===== src/rtl/constants.sv =====
// Shared constants and types for the matrix core and its job sequencer.
package constants;

    localparam int unsigned DATA_WIDTH = 32;
    localparam int unsigned MAX_DIM    = 8;

    typedef enum logic [2:0] {
        S_IDLE,
        S_LOAD_W,
        S_LOAD_V,
        S_FIRE,
        S_DRAIN
    } seq_state_t;

    localparam logic [1:0] SEL_WEIGHT = 2'd0;
    localparam logic [1:0] SEL_VECTOR = 2'd1;

endpackage


===== src/rtl/matrix_core_seq_beat_counter.sv =====
// Beat counter shared by the load and drain phases; wraps to zero on the last beat.
module beat_counter #(
    parameter int unsigned CNT_W = 7
) (
    input  logic             i_clk,
    input  logic             i_rst,
    input  logic             i_clr,
    input  logic             i_inc,
    input  logic [CNT_W-1:0] i_target,
    output logic             o_last
);

    logic [CNT_W-1:0] r_cnt;

    assign o_last = i_inc && ((r_cnt + CNT_W'(1)) == i_target);

    always_ff @(posedge i_clk) begin
        if (i_rst) begin
            r_cnt <= '0;
        end else if (i_clr || o_last) begin
            r_cnt <= '0;
        end else if (i_inc) begin
            r_cnt <= r_cnt + CNT_W'(1);
        end
    end

endmodule


===== src/rtl/matrix_core_seq.sv =====
// Job sequencer: streams weights and vector into the matrix core, fires it, drains results.
module matrix_core_seq
    import constants::*;
#(
    parameter int unsigned DATA_WIDTH = constants::DATA_WIDTH,
    parameter int unsigned MAX_DIM    = 8,
    parameter int unsigned DIM_W      = $clog2(MAX_DIM + 1),
    parameter int unsigned CNT_W      = $clog2(MAX_DIM * MAX_DIM + 1)
) (
    input  logic                  clk,
    input  logic                  rst,
    input  logic                  start,
    input  logic [DIM_W-1:0]      dim,
    output logic                  busy,
    output logic                  done,
    output logic                  err,
    input  logic                  in_vld,
    output logic                  in_rdy,
    input  logic [DATA_WIDTH-1:0] in_data,
    output logic                  core_vld,
    input  logic                  core_rdy,
    output logic [DATA_WIDTH-1:0] core_data,
    output logic [1:0]            core_sel,
    output logic                  core_go,
    input  logic                  core_res_vld,
    output logic                  core_res_rdy,
    input  logic [DATA_WIDTH-1:0] core_res_data,
    output logic                  out_vld,
    input  logic                  out_rdy,
    output logic [DATA_WIDTH-1:0] out_data
);

    seq_state_t       r_state, w_state_next;
    logic [DIM_W-1:0] r_dim;
    logic [CNT_W-1:0] r_dim_sq;
    logic             r_done, r_err;
    logic             w_legal, w_inc, w_clr, w_last;
    logic [CNT_W-1:0] w_target;

    assign w_legal  = (dim != '0) && (32'(dim) <= MAX_DIM);
    assign w_target = (r_state == S_LOAD_W) ? r_dim_sq : CNT_W'(r_dim);
    assign w_clr    = (r_state == S_IDLE) || (r_state == S_FIRE);

    beat_counter #(
        .CNT_W (CNT_W)
    ) u_beat_counter (
        .i_clk    (clk),
        .i_rst    (rst),
        .i_clr    (w_clr),
        .i_inc    (w_inc),
        .i_target (w_target),
        .o_last   (w_last)
    );

    always_comb begin
        w_state_next = r_state;
        in_rdy       = 1'b0;
        core_vld     = 1'b0;
        core_sel     = SEL_WEIGHT;
        core_res_rdy = 1'b0;
        out_vld      = 1'b0;
        w_inc        = 1'b0;
        unique case (r_state)
            S_IDLE: begin
                if (start && w_legal) w_state_next = S_LOAD_W;
            end
            S_LOAD_W: begin
                core_vld = in_vld;
                in_rdy   = core_rdy;
                w_inc    = in_vld && core_rdy;
                if (w_last) w_state_next = S_LOAD_V;
            end
            S_LOAD_V: begin
                core_vld = in_vld;
                in_rdy   = core_rdy;
                core_sel = SEL_VECTOR;
                w_inc    = in_vld && core_rdy;
                if (w_last) w_state_next = S_FIRE;
            end
            S_FIRE: begin
                w_state_next = S_DRAIN;
            end
            S_DRAIN: begin
                out_vld      = core_res_vld;
                core_res_rdy = out_rdy;
                w_inc        = core_res_vld && out_rdy;
                if (w_last) w_state_next = S_IDLE;
            end
            default: w_state_next = S_IDLE;
        endcase
    end

    always_ff @(posedge clk) begin
        if (rst) begin
            r_state  <= S_IDLE;
            r_done   <= 1'b0;
            r_err    <= 1'b0;
            r_dim    <= '0;
            r_dim_sq <= '0;
        end else begin
            r_state <= w_state_next;
            r_done  <= (r_state == S_DRAIN) && w_last;
            r_err   <= (r_state == S_IDLE) && start && !w_legal;
            if ((r_state == S_IDLE) && start && w_legal) begin
                r_dim    <= dim;
                r_dim_sq <= CNT_W'(dim) * CNT_W'(dim);
            end
        end
    end

    assign busy      = (r_state != S_IDLE);
    assign done      = r_done;
    assign err       = r_err;
    assign core_go   = (r_state == S_FIRE);
    assign core_data = in_data;
    assign out_data  = core_res_data;

endmodule


===== config.mk =====
export PLATFORM = sky130hd
export DESIGN_NAME = matrix_core_seq
export DESIGN_NICKNAME = d
export VERILOG_FILES = /design/src/rtl/constants.sv /design/src/rtl/matrix_core_seq_beat_counter.sv /design/src/rtl/matrix_core_seq.sv
export SDC_FILE = /design/constraint.sdc
export NUM_CORES = 1
export LEC_CHECK = 0
export ABC_AREA = 1
export BUFFER_PORTS_ARGS = -buffer_cell sky130_fd_sc_hd__buf_2
export CORE_ASPECT_RATIO = 1.75
export CORE_MARGIN = 1
export CORE_UTILIZATION = 30
export CTS_CLUSTER_DIAMETER = 150
export CTS_CLUSTER_SIZE = 8
export DETAILED_ROUTE_END_ITERATION = 6
export SLEW_MARGIN = 40
export SYNTH_ARGS = -nofsm -noshare
export SYNTH_HDL_FRONTEND = slang
export SYNTH_SLANG_ARGS = --single-unit

===== constraint.sdc =====
create_clock -name clk -period 2.4 [get_ports clk]
set_clock_uncertainty 0.05 [all_clocks]
set_input_delay 0.12 -clock clk [delete_from_list [all_inputs] [get_ports clk]]
set_output_delay 0.12 -clock clk [all_outputs]
set_load 0.01 [all_outputs]

# Yosys cells after proc, flatten, opt, wreduce, memory -nomap -nowiden

Cells that the tools add are included.

Output and inout port bits: 74
Input port bits: 75
Bits in registers: 23
Word-level logic and storage cells: 48

Magnitude comparators: 1
Eq/ne operators: 9
Reduce and logical (&&, ||, !) cells: 18
Muxes and demuxes: 12
Multiply operators: 1
$add $sub $neg: 1

Operators with widths:

| kind                                                                   | number |
|---|---|
| 3-bit one-hot mux with 5 select lines                                  | 1 |
| 3-bit two-way mux                                                      | 4 |
| 1-bit logical AND                                                      | 9 |
| 7-bit by 1-bit adder with 7-bit output (second input constant)         | 1 |
| 7-bit equality test                                                    | 1 |
| 4-bit by 4-bit multiplier with 7-bit output                            | 1 |
| 7-bit two-way mux                                                      | 1 |
| 3-bit by 2-bit equality test with 1-bit output (second input constant) | 2 |
| 2-bit by 1-bit != test with 1-bit output (second input constant)       | 3 |
| 1-bit two-way mux                                                      | 5 |
| 4-bit <= comparator (second input constant)                            | 1 |
| 4-bit AND reduction                                                    | 1 |
| 4-bit nonzero test                                                     | 1 |
| 2-bit OR reduction                                                     | 2 |
| 3-bit by 1-bit equality test with 1-bit output (second input constant) | 1 |
| 3-bit equality test (second input constant)                            | 1 |
| 3-bit logical NOT                                                      | 1 |
| 3-bit nonzero test                                                     | 1 |
| 1-bit logical OR                                                       | 2 |
| 2-bit != test (second input constant)                                  | 1 |
| 1-bit one-hot mux with 2 select lines                                  | 1 |
| 1-bit logical NOT                                                      | 1 |

# Logic depth before layout (Yosys ltp)

Gate-level depths: netlist of run 1.

Depth in word-level cells: 6
Mapped depth: 13

# By module

Synthesis of run 1 repeated with hierarchy kept, for this count alone.

Cells, all modules: 301
Area total of the unflattened synthesis: 1995.7 sq um

By module, submodules not included:

| module          | area each (sq um) | sequential area each (sq um) | times used | cells each |
|---|---|---|---|---|
| matrix_core_seq | 1427.6            | 280.3                        | 1          | 203 |
| beat_counter    | 568.0             | 140.1                        | 1          | 98 |

# Least setup slack after synthesis of run 1

No wires, ideal clock.

Kind: register to register
Start point: register u_beat_counter.r_cnt[0]
End point: register r_state[0]
Path slack: 0.790 ns
Library setup time: 0.132 ns
Arrival time: 1.428 ns
Clock period less this slack: 1.610 ns
Required time: 2.218 ns
Stages on the path, launching flop included: 13
Cell sequence: dfxtp_1 ha_1 nand2_1 inv_1 nand3b_1 nand2_1 inv_1 nand2_1 nand2_1 nor3_1 nand3_1 nand2_1 a21oi_1

Word-level cells in the longest chain between the ends: 5

RTL lines:

| item                                               | line                               | RTL |
|---|---|---|
| from (decl)                                        | matrix_core_seq_beat_counter.sv:13 | `logic [CNT_W-1:0] r_cnt;` |
| from (signal assigned)                             | matrix_core_seq_beat_counter.sv:23 | `r_cnt <= r_cnt + CNT_W'(1);` |
| 7-bit by 1-bit adder with 7-bit output *           | matrix_core_seq_beat_counter.sv:15 | `assign o_last = i_inc && ((r_cnt + CNT_W'(1)) == i_target);` |
| 7-bit equality test *                              | matrix_core_seq_beat_counter.sv:15 |  |
| 1-bit logical AND *                                | matrix_core_seq_beat_counter.sv:15 |  |
| 2-bit by 1-bit != test with 1-bit output (no line) | --                                 |  |
| 4-bit AND reduction (no line) *                    | --                                 |  |
| to (signal assigned)                               | matrix_core_seq.sv:101             | `r_state <= w_state_next;` |
| to (decl)                                          | matrix_core_seq.sv:33              | `seq_state_t r_state, w_state_next;` |

Every way passes the cells marked *; elsewhere a longest branch is shown, timed or not.
A chain may end at the register's enable or synchronous reset.

# Worst setup path in the final report of run 1

Start point: register r_state[2]
End point: register u_beat_counter.r_cnt[5]

Word-level cells in the longest chain between the ends: 6

RTL lines:

| item                                                                                                                    | line                                                      | RTL |
|---|---|---|
| 3-bit by 1-bit equality test with 1-bit output / 3-bit by 2-bit equality test with 1-bit output (equally long branches) | matrix_core_seq.sv:41, matrix_core_seq.sv:63              |  |
| 7-bit two-way mux / 2-bit OR reduction (equally long branches)                                                          | --                                                        |  |
| 7-bit equality test / 1-bit one-hot mux with 2 select lines (equally long branches)                                     | matrix_core_seq_beat_counter.sv:15, matrix_core_seq.sv:63 |  |
| 1-bit logical AND                                                                                                       | matrix_core_seq_beat_counter.sv:15                        |  |
| 1-bit logical OR                                                                                                        | matrix_core_seq_beat_counter.sv:20                        | `end else if (i_clr \|\| o_last) begin` |
| 2-bit OR reduction (no line)                                                                                            | --                                                        |  |

Parallel ways exist; a longest one is shown, timed or not.

==> results of run 1 <==
[cell type report]
type | instances | area (um^2) | area share [%]
Timing Repair Buffer | 19 | 95.1 | 5.71
Clock buffer | 4 | 45.0 | 2.71
Tap cell | 80 | 100 | 6.02
Inverter | 40 | 150 | 9.02
Sequential cell | 21 | 420 | 25.3
Multi-Input combinational cell | 169 | 853 | 51.3
[stage by stage]
stage,worst slack [ps],power (mW)
floorplan,790,0.919
global placement,567,0.919
detailed placement,532,0.923
CTS,511,1.16
finish,514,1.14
global route,263,1.24
[worst max-delay path, cell delays in order, from the launching register on]
cell,delay (ps)
dfxtp_1,420
inv_2,70
nand3_2,190
nand2_1,170
a21oi_4,310
nor3_1,100
nand3_1,120
nand4_2,200
a21oi_1,190
[flip-flops by register name, indices dropped and copies added (netlist names)]
register,count
r_dim,4
done,1
r_state,3
err,1
u_beat_counter.r_cnt,7
r_dim_sq,5
[cell usage after synthesis, drive strengths merged]
cell and number:
nand2 76, buf 68, inv 40, a21oi 22, dfxtp 21, nor2 20, nand3 14, o21ai 9
nand4 5, nor3 5, ha 4, xor2 4, nand3b 3, nor4 2, a211oi 1, conb 1
fa 1, or2 1, xnor2 1
[kinds of logic after synthesis]
group                      share of synthesized area (%)
and+or+nand+nor                                     29.1
buffers and inverters                               34.1
AOI/OAI and AO/OA                                   9.00
DFF                                                 21.8
xor gates and xnor gates                            2.27
adders and majority gates                           3.63
other                                              0.194
[power groups by stage]
| stage | combinational [mW] | clock (mW) | sequential, mW |
|---|---|---|---|
| floorplan | 0.494 | 0 | 0.425 |
| global placement | 0.490 | 0 | 0.429 |
| detailed placement | 0.492 | 0 | 0.431 |
| CTS | 0.495 | 0.240 | 0.422 |
| global route | 0.553 | 0.254 | 0.430 |
| finish | 0.489 | 0.233 | 0.422 |
[metal layers]
metal	GRT usage, %	wire length [um]
met1	10.1	1340
met2	23.1	2130
met3	1.58	248
met4	9.80	250
met5	0	0
[worst max-delay path by stage]
| stage | startpoint | end | slack, ps | cells after the start |
|---|---|---|---|---|
| after floorplan | u_beat_counter.r_cnt[0] | r_state[0] | 790 | 12 |
| after global placement | u_beat_counter.r_cnt[0] | r_state[1] | 570 | 13 |
| after detailed placement | u_beat_counter.r_cnt[0] | r_state[0] | 530 | 12 |
| after CTS | u_beat_counter.r_cnt[0] | r_state[0] | 510 | 12 |
| after global routing | u_beat_counter.r_cnt[0] | r_state[0] | 260 | 13 |
| final | r_state[2] | u_beat_counter.r_cnt[5] | 510 | 8 |
==> flow_summary.json, run 1 <==
{
  "grt_use_total_pct": 11.7,
  "ctsResizeCount": 0,
  "holdCritPathClass": "in -> reg",
  "crit_required_ps": 2540,
  "crit_arrival_ps": 2030,
  "dp_hpwl_um": 3230,
  "io_pins": 149,
  "post_drt_via_cell_ratio": 4.58,
  "yosys.area.top_type_share_pct": 25.3,
  "p_sw_mw": 0.474,
  "placed_area_mm2": 0.00162,
  "routabilityCongestion": 0.786,
  "clk_pin_slew_ps": 80,
  "postSynthCellCount": 298,
  "power_density_mw_per_mm2": 687,
  "post_cts_buffers": 0,
  "grt_pass1_vias": 1460,
  "cts_buffers": 3,
  "synth.area.top_cells": "buf_4 (25%), dfxtp_1 (22%), nand2_1 (14%)",
  "root_buffer": "clkbuf_8",
  "r2r_start": "r_state[2]",
  "sequentialPowerShare_pct": 36.9,
  "clock_path_buffers": 2,
  "maxSlewViolCount": 0,
  "start_kind": "flop",
  "drcViolationCount": 0,
  "r2r-end": "u_beat_counter.r_cnt[5]",
  "fin_area_mm2": 0.00166,
  "p_clk_share_pct": 20.4,
  "h-tree-depth": 1,
  "hold_depth": 3,
  "ir_worst_vdd_mv": 0.423,
  "post-route-util_pct": 26.7,
  "finalCriticalPeriod_ps": 1890,
  "dr.pass1.iters": 4,
  "std_cell_rows": 38,
  "ff2ff_path_depth": 8,
  "dr.first_iter.drc_count": 51,
  "hold_viol": 0,
  "intPower_mw": 0.670,
  "yosysWarnings": 0,
  "r2r_setup_slack_ps": 510,
  "p_leak_nw": 0.801,
  "end_kind": "flop",
  "post_drt_wl_per_cell_um": 11.9,
  "dieArea_mm2": 0.00678,
  "yosysTopAreaCell": "buf_4",
  "drt-total-wl_um": 3960,
  "layout.nets": 334,
  "grt_max_degree": 12,
  "fin_hold_ws_ps": 63.7,
  "status": "completed",
  "hold_end": "err",
  "ant_nets": 0,
  "crit_fanout": 11,
  "die_width_um": 62.7,
  "cts.sinks": 21,
  "port_buffers": 19,
  "synthesis.area_mm2": 0.00193,
  "drv_cap": 0,
  "max_freq_mhz": 530,
  "p_sw_share_pct": 41.4,
  "layout_commonest_cell": "nand2_1",
  "synth.avg_cell_area_um2": 6.48,
  "rsz0062_at_grt": "false",
  "combPwrFrac_pct": 42.7,
  "layout_common_cells": "nand2_1 (74), inv_1 (31), a21oi_1 (21), dfxtp_1 (21), buf_2 (19)",
  "antenna_found_initial": 0,
  "ys_types": 29,
  "overflow": 0,
  "num_vias": 1526,
  "worstSetupPathType": "reg -> reg",
  "clock_latency_ps": 260,
  "drive_above_1_share_pct": 16.6,
  "area.growth.synth_to_final_pct": -13.9,
  "dieHeight_um": 108,
  "stdcell_count": 333,
  "grt_pass1_wl_um": 6420,
  "fillCellCount": 685,
  "coreArea_mm2": 0.00623,
  "synth_nets": 378,
  "ys_ff_latch": 21,
  "synth_seq_area_share_pct": 21.8,
  "start_util_pct": 31.0,
  "placed_cells_incl_taps": 329,
  "cts_hold_buf": 0,
  "hp-start": "start",
  "num_antenna_cells": 0,
  "cts_tree": "done",
  "setup_viol_count_final": 0,
  "fin_setup_tns_ps": 0,
  "period_share_pct": 78.6
}
Note: power is estimated with default switching activity, not from simulation.
==> run 2, diff against run 1 <==
ABC_AREA = 0   (was 1)
clock period = 2 ns   (was 2.4 ns; I/O delays follow)
==> flow_summary.json, run 2 <==
{
  "status": "finished, violations left",
  "violations": "setup timing",
  "max_freq_mhz": 462,
  "clock_path_buffers": 2,
  "p_clk_share_pct": 31.8,
  "routabilityCongestion": 0.790,
  "port_buffers": 19,
  "ant_nets": 0,
  "setup_viol_count_final": 9,
  "ys_types": 42,
  "grt_pass1_vias": 1346,
  "grt_pass1_wl_um": 5840,
  "crit_required_ps": 2110,
  "max_slew.worst_pin.slew_ps": 835,
  "synth_nets": 305,
  "layout_common_cells": "buf_4 (21), dfxtp_1 (20), buf_2 (19)",
  "num_vias": 1314,
  "start_kind": "flop",
  "cts_hold_buf": 0,
  "combPwrFrac_pct": 18.7,
  "io_pins": 149,
  "post_drt_via_cell_ratio": 4.80,
  "ys_ff_latch": 21,
  "dr.first_iter.drc_count": 18,
  "postSynthCellCount": 225,
  "drt-total-wl_um": 3610,
  "antenna_found_initial": 0,
  "yosys.area.top_type_share_pct": 26.0,
  "synthFlopType": "dfxtp_1",
  "synth_edf_count": 0,
  "grt_max_degree": 22,
  "synth_mux_area_share_pct": 5.20,
  "period_share_pct": 108,
  "crit_arrival_ps": 2270,
  "crit_start": "r_state[2]",
  "synth_top_family_by_area": "buffers and inverters",
  "synth-simple-area-share_pct": 21.0,
  "area.growth.synth_to_final_pct": -3.13,
  "grt_use_total_pct": 11.9,
  "hold_viol": 0,
  "clock_latency_ps": 260,
  "coreArea_mm2": 0.00597,
  "std_cell_rows": 37,
  "dieArea_mm2": 0.00659,
  "dr.pass1.iters": 3,
  "root_buffer": "clkbuf_8",
  "max_flop_register": "u_beat_counter.r_cnt",
  "synth.avg_cell_area_um2": 8.35,
  "drcViolationCount": 0,
  "r2r_start": "r_state[2]",
  "yosysWarnings": 0,
  "p_sw_mw": 0.235,
  "drive_above_1_share_pct": 29.6,
  "synth_most_common_cell": "buf_4",
  "p_sw_share_pct": 26.5,
  "clk_pin_slew_ps": 80,
  "hp-start": "start",
  "synth_seq_area_share_pct": 22.4,
  "cts_buffers": 3,
  "async_reset_ff_share_pct": 0,
  "dp_hpwl_um": 2850,
  "intPower_mw": 0.650,
  "holdCritPathClass": "in -> reg",
  "layout.nets": 277,
  "synth_xor_area_share_pct": 10.7,
  "synthesis.area_mm2": 0.00188,
  "die_width_um": 61.8,
  "synth_compound_area_share_pct": 7.53,
  "cts.sinks": 21,
  "h-tree-depth": 1,
  "worst_slack_ps": -163,
  "reg_top3": "u_beat_counter.r_cnt: 7 flops, r_dim_sq: 5 flops, r_dim: 4 flops",
  "maxSlewViolCount": 0,
  "finalCriticalPeriod_ps": 2160,
  "max_slew_margin_pct": 44.1,
  "p_leak_nw": 0.760,
  "crit_fanout": 4,
  "stdcell_count": 274,
  "fin_setup_tns_ps": -1220,
  "synth.area.top_cells": "buf_4 (26%), dfxtp_1 (22%), xnor2_1 (5.6%)",
  "cts_tree": "done",
  "post_drt_wl_per_cell_um": 13.2,
  "synthTopCellsByCount": "buf_4 (65), dfxtp_1 (21), nor2_1 (15), xnor2_1 (12), xor2_1 (11)",
  "dieHeight_um": 107,
  "sequentialPowerShare_pct": 49.5,
  "worstSetupPathType": "reg -> reg",
  "synthAdderAreaFrac_pct": 3.73,
  "start_util_pct": 31.4,
  "num_antenna_cells": 0,
  "placed_cells_incl_taps": 269,
  "drv_cap": 0,
  "rsz0062_at_grt": "true",
  "overflow": 0,
  "layout_commonest_cell": "buf_4",
  "yosysTopAreaCell": "buf_4",
  "power_density_mw_per_mm2": 486,
  "largest_reg_flops": 7,
  "ir_worst_vdd_mv": 0.191,
  "end_kind": "flop"
}
-- run 2: cell count changes after synthesis, sizes merged, moves of 7 or more --
cell	before	now
nand2	76	10
inv	40	2
a21oi	22	7
nand3	14	3
xnor2	1	12
and2	0	8
mux2i	0	7
nor4	2	9
xor2	4	11
-- run 2: per-layer routing --
metal	up-vias	global-route usage, %	routed length (um)
met3	36	1.33	205
met5	-	0	0
li1	634	-	-
met1	606	11.1	1260
met4	0	14.4	322
met2	38	19.1	1810
-- run 2: layout make-up --
| class | instances | area (um^2) |
|---|---|---|
| repair buffers | 41 | 264 |
| clock buffers | 4 | 45.0 |
| inverters | 2 | 7.51 |
| multi-input cells | 128 | 983 |
| fillers | 605 | 4150 |
| flip-flops and latches | 21 | 422 |
| well taps | 78 | 97.6 |
-- run 2: cell families after synthesis --
family,Yosys count
xor gates and xnor gates,23
DFF,21
and+or+nand+nor,71
buffers and inverters,76
other,1
muxes,8
AOI/OAI and AO/OA,20
adders and majority gates,5
-- run 2: final timing paths --
kind / endpoint / slack [ps] / depth (start not counted)
max reg2reg: r_state[0] / -160 / 6
min: err / 50 / 3
max: r_state[0] / -160 / 6
min reg2reg: r_dim_sq[4] / 440 / 2
-- run 2: worst max-delay path, cell delays in order (launching register included) --
cell	delay, ps
dfxtp_2	340
or3b_4	430
mux2i_4	200
o22ai_2	100
a2111oi_2	350
o2111a_1	280
mux2_4	300
-- run 2: metrics by stage --
step | utilization (%) | power [mW] | hold slack (ps) | worst slack (ps) | instance area (um^2)
5_1_grt | 30.5 | 0.934 | 65.8 | -234 | 1820
3_5_place_dp | 28.4 | 0.604 | 150 | -247 | 1700
6_report | 30.5 | 0.885 | 52.3 | -163 | 1820
4_1_cts | 29.5 | 0.887 | 50.5 | -146 | 1760
2_1_floorplan | - | 0.684 | 187 | -199 | 1890
3_3_place_gp | 28.4 | 0.601 | 150 | -166 | 1700
-- run 2: power by group through the flow --
| stage | Clock (mW) | Combinational (mW) | Sequential [mW] |
|---|---|---|---|
| 2_1_floorplan | 0 | 0.239 | 0.446 |
| 3_3_place_gp | 0 | 0.153 | 0.447 |
| 3_5_place_dp | 0 | 0.156 | 0.448 |
| 4_1_cts | 0.288 | 0.161 | 0.438 |
| 5_1_grt | 0.308 | 0.186 | 0.439 |
| 6_report | 0.281 | 0.166 | 0.438 |
-- run 2: repair_timing --
action / in CTS / in global routing
endpoints found under the setup margin: 9 / 10
setup buffers: 0 / 1
gates cloned: 0 / 0
hold endpoints to repair: 0 / 0
pin swaps: 0 / 6
resized for setup: 4 / 9
==> run 3, diff against run 2 <==
CORE_UTILIZATION = 40   (was 30)
PLACE_DENSITY = 0.81   (was unset)
==> flow_summary.json, run 3 (synthesized netlist as in run 2, its figures left out) <==
{
  "finalCriticalPeriod_ps": 2230,
  "fin_hold_ws_ps": 49.5,
  "max_slew_margin_pct": 51.5,
  "layout.nets": 277,
  "dieArea_mm2": 0.00498,
  "area.growth.synth_to_final_pct": -4.53,
  "end_kind": "flop",
  "h-tree-depth": 1,
  "cp_cell_sequence": "or3b_4 > mux2i_2 > xor2_1 > buf_4 > a2111oi_4 > o2111a_1 > mux2_4",
  "overflow": 0,
  "cts_tree": "done",
  "coreArea_mm2": 0.00444,
  "dr.pass1.iters": 4,
  "combPwrFrac_pct": 18.6,
  "hold_viol": 0,
  "start_util_pct": 42.3,
  "cts_buffers": 3,
  "grt_pass1_vias": 1286,
  "worstSetupPathType": "reg -> reg",
  "placed_cells_incl_taps": 241,
  "max_freq_mhz": 449,
  "dp_hpwl_um": 2690,
  "grt_pass1_wl_um": 5460,
  "period_share_pct": 111,
  "power_mw": 0.885,
  "port_buffers": 19,
  "intPower_mw": 0.646,
  "rsz0062_at_grt": "true",
  "std_cell_rows": 32,
  "crit_slowest_cell": "or3b_4",
  "violations": "setup timing",
  "power_density_mw_per_mm2": 494,
  "clock_path_buffers": 2,
  "holdCritPathClass": "in -> reg",
  "drive_above_1_share_pct": 30.6,
  "critPathMaxStageDelay_ps": 440,
  "p_clk_share_pct": 31.8,
  "largest_reg_flops": 7,
  "clk_pin_slew_ps": 80,
  "cts.sinks": 21,
  "dr.first_iter.drc_count": 15,
  "p_leak_nw": 0.755,
  "num_antenna_cells": 0,
  "crit_required_ps": 2110,
  "sequentialPowerShare_pct": 49.6,
  "post_drt_wl_per_cell_um": 14.6,
  "worst_slack_ps": -227,
  "ir_worst_vdd_mv": 0.288,
  "antenna_found_initial": 0,
  "maxSlewViolCount": 0,
  "die_width_um": 53.8,
  "num_vias": 1311,
  "routabilityCongestion": 0.866,
  "post_drt_via_cell_ratio": 5.31,
  "crit_fanout": 3,
  "reg_top3": "u_beat_counter.r_cnt: 7 flops, r_dim_sq: 5 flops, r_dim: 4 flops",
  "grt_max_degree": 22,
  "max_flop_register": "u_beat_counter.r_cnt",
  "layout_common_cells": "buf_4 (21), dfxtp_1 (20), buf_2 (19)",
  "dieHeight_um": 92.6,
  "fin_setup_tns_ps": -1680,
  "status": "finished, violations left",
  "grt_use_total_pct": 15.1,
  "layout_commonest_cell": "buf_4",
  "setup_viol_count_final": 10,
  "ant_nets": 0,
  "p_sw_mw": 0.239,
  "drcViolationCount": 0,
  "clock_latency_ps": 260,
  "stdcell_count": 247,
  "crit_arrival_ps": 2330,
  "drv_cap": 0,
  "max_slew.worst_pin.slew_ps": 725,
  "start_kind": "flop",
  "io_pins": 149,
  "p_sw_share_pct": 27.0,
  "root_buffer": "clkbuf_8",
  "drt-total-wl_um": 3620
}
==> run 3: power groups by stage <==
| stage | clock, mW | combinational [mW] | sequential (mW) |
|---|---|---|---|
| floorplan | 0 | 0.239 | 0.446 |
| detailed placement | 0 | 0.153 | 0.447 |
| global placement | 0 | 0.149 | 0.447 |
| global route | 0.303 | 0.183 | 0.440 |
| finish | 0.281 | 0.165 | 0.439 |
| CTS | 0.287 | 0.162 | 0.438 |
==> run 3: what timing repair did <==
item                                    in CTS  in global routing
endpoints found under the setup margin       9                 11
gates resized for setup                     10                  4
pin swaps                                    4                  3
hold buffers                                 0                  0
buffers inserted                             1                  1
==> run 3: worst paths after layout <==
kind | from | endpoint | slack [ps] | depth (start not counted)
worst max register to register | r_state[2] | r_state[0] | -230 | 7
worst min-delay path | start | err | 50 | 3
worst min register to register | r_dim_sq[4] | r_dim_sq[4] | 440 | 2
worst max-delay path | r_state[2] | r_state[0] | -230 | 7
==> run 3: routing by layer <==
layer | routed length, um | GRT usage [%] | vias to the layer above | share of wire, %
met2 | 1830 | 25.8 | 34 | 51
met3 | 197 | 1.15 | 37 | 5.4
met4 | 323 | 16.7 | 0 | 8.9
li1 | - | - | 637 | -
met1 | 1260 | 13.7 | 603 | 35
met5 | 0 | 0 | - | 0
==> run 3: cell type report <==
cell class	instances	area, um^2
Fill cell	437	2650
Tap cell	51	63.8
Clock buffer	3	41.3
Multi-Input combinational cell	128	990
Clock inverter	1	5.00
Inverter	2	7.51
Sequential cell	21	422
Timing Repair Buffer	41	264
==> run 3: through the flow <==
| step | area [um^2] | worst slack [ps] | utilization, % |
|---|---|---|---|
| floorplan | 1890 | -199 | - |
| global placement | 1660 | -141 | 37.3 |
| detailed placement | 1660 | -198 | 37.3 |
| CTS | 1770 | -135 | 39.7 |
| global route | 1790 | -305 | 40.3 |
| finish | 1790 | -227 | 40.3 |
==> run 3: worst max-delay path, delay by kind of cell (launching register included) <==
kind	cells	cell delay (ps)
muxes	2	480
AOI/OAI and AO/OA	2	510
xor gates and xnor gates	1	170
buffers and inverters	1	150
DFF	1	330
and+or+nand+nor	1	440
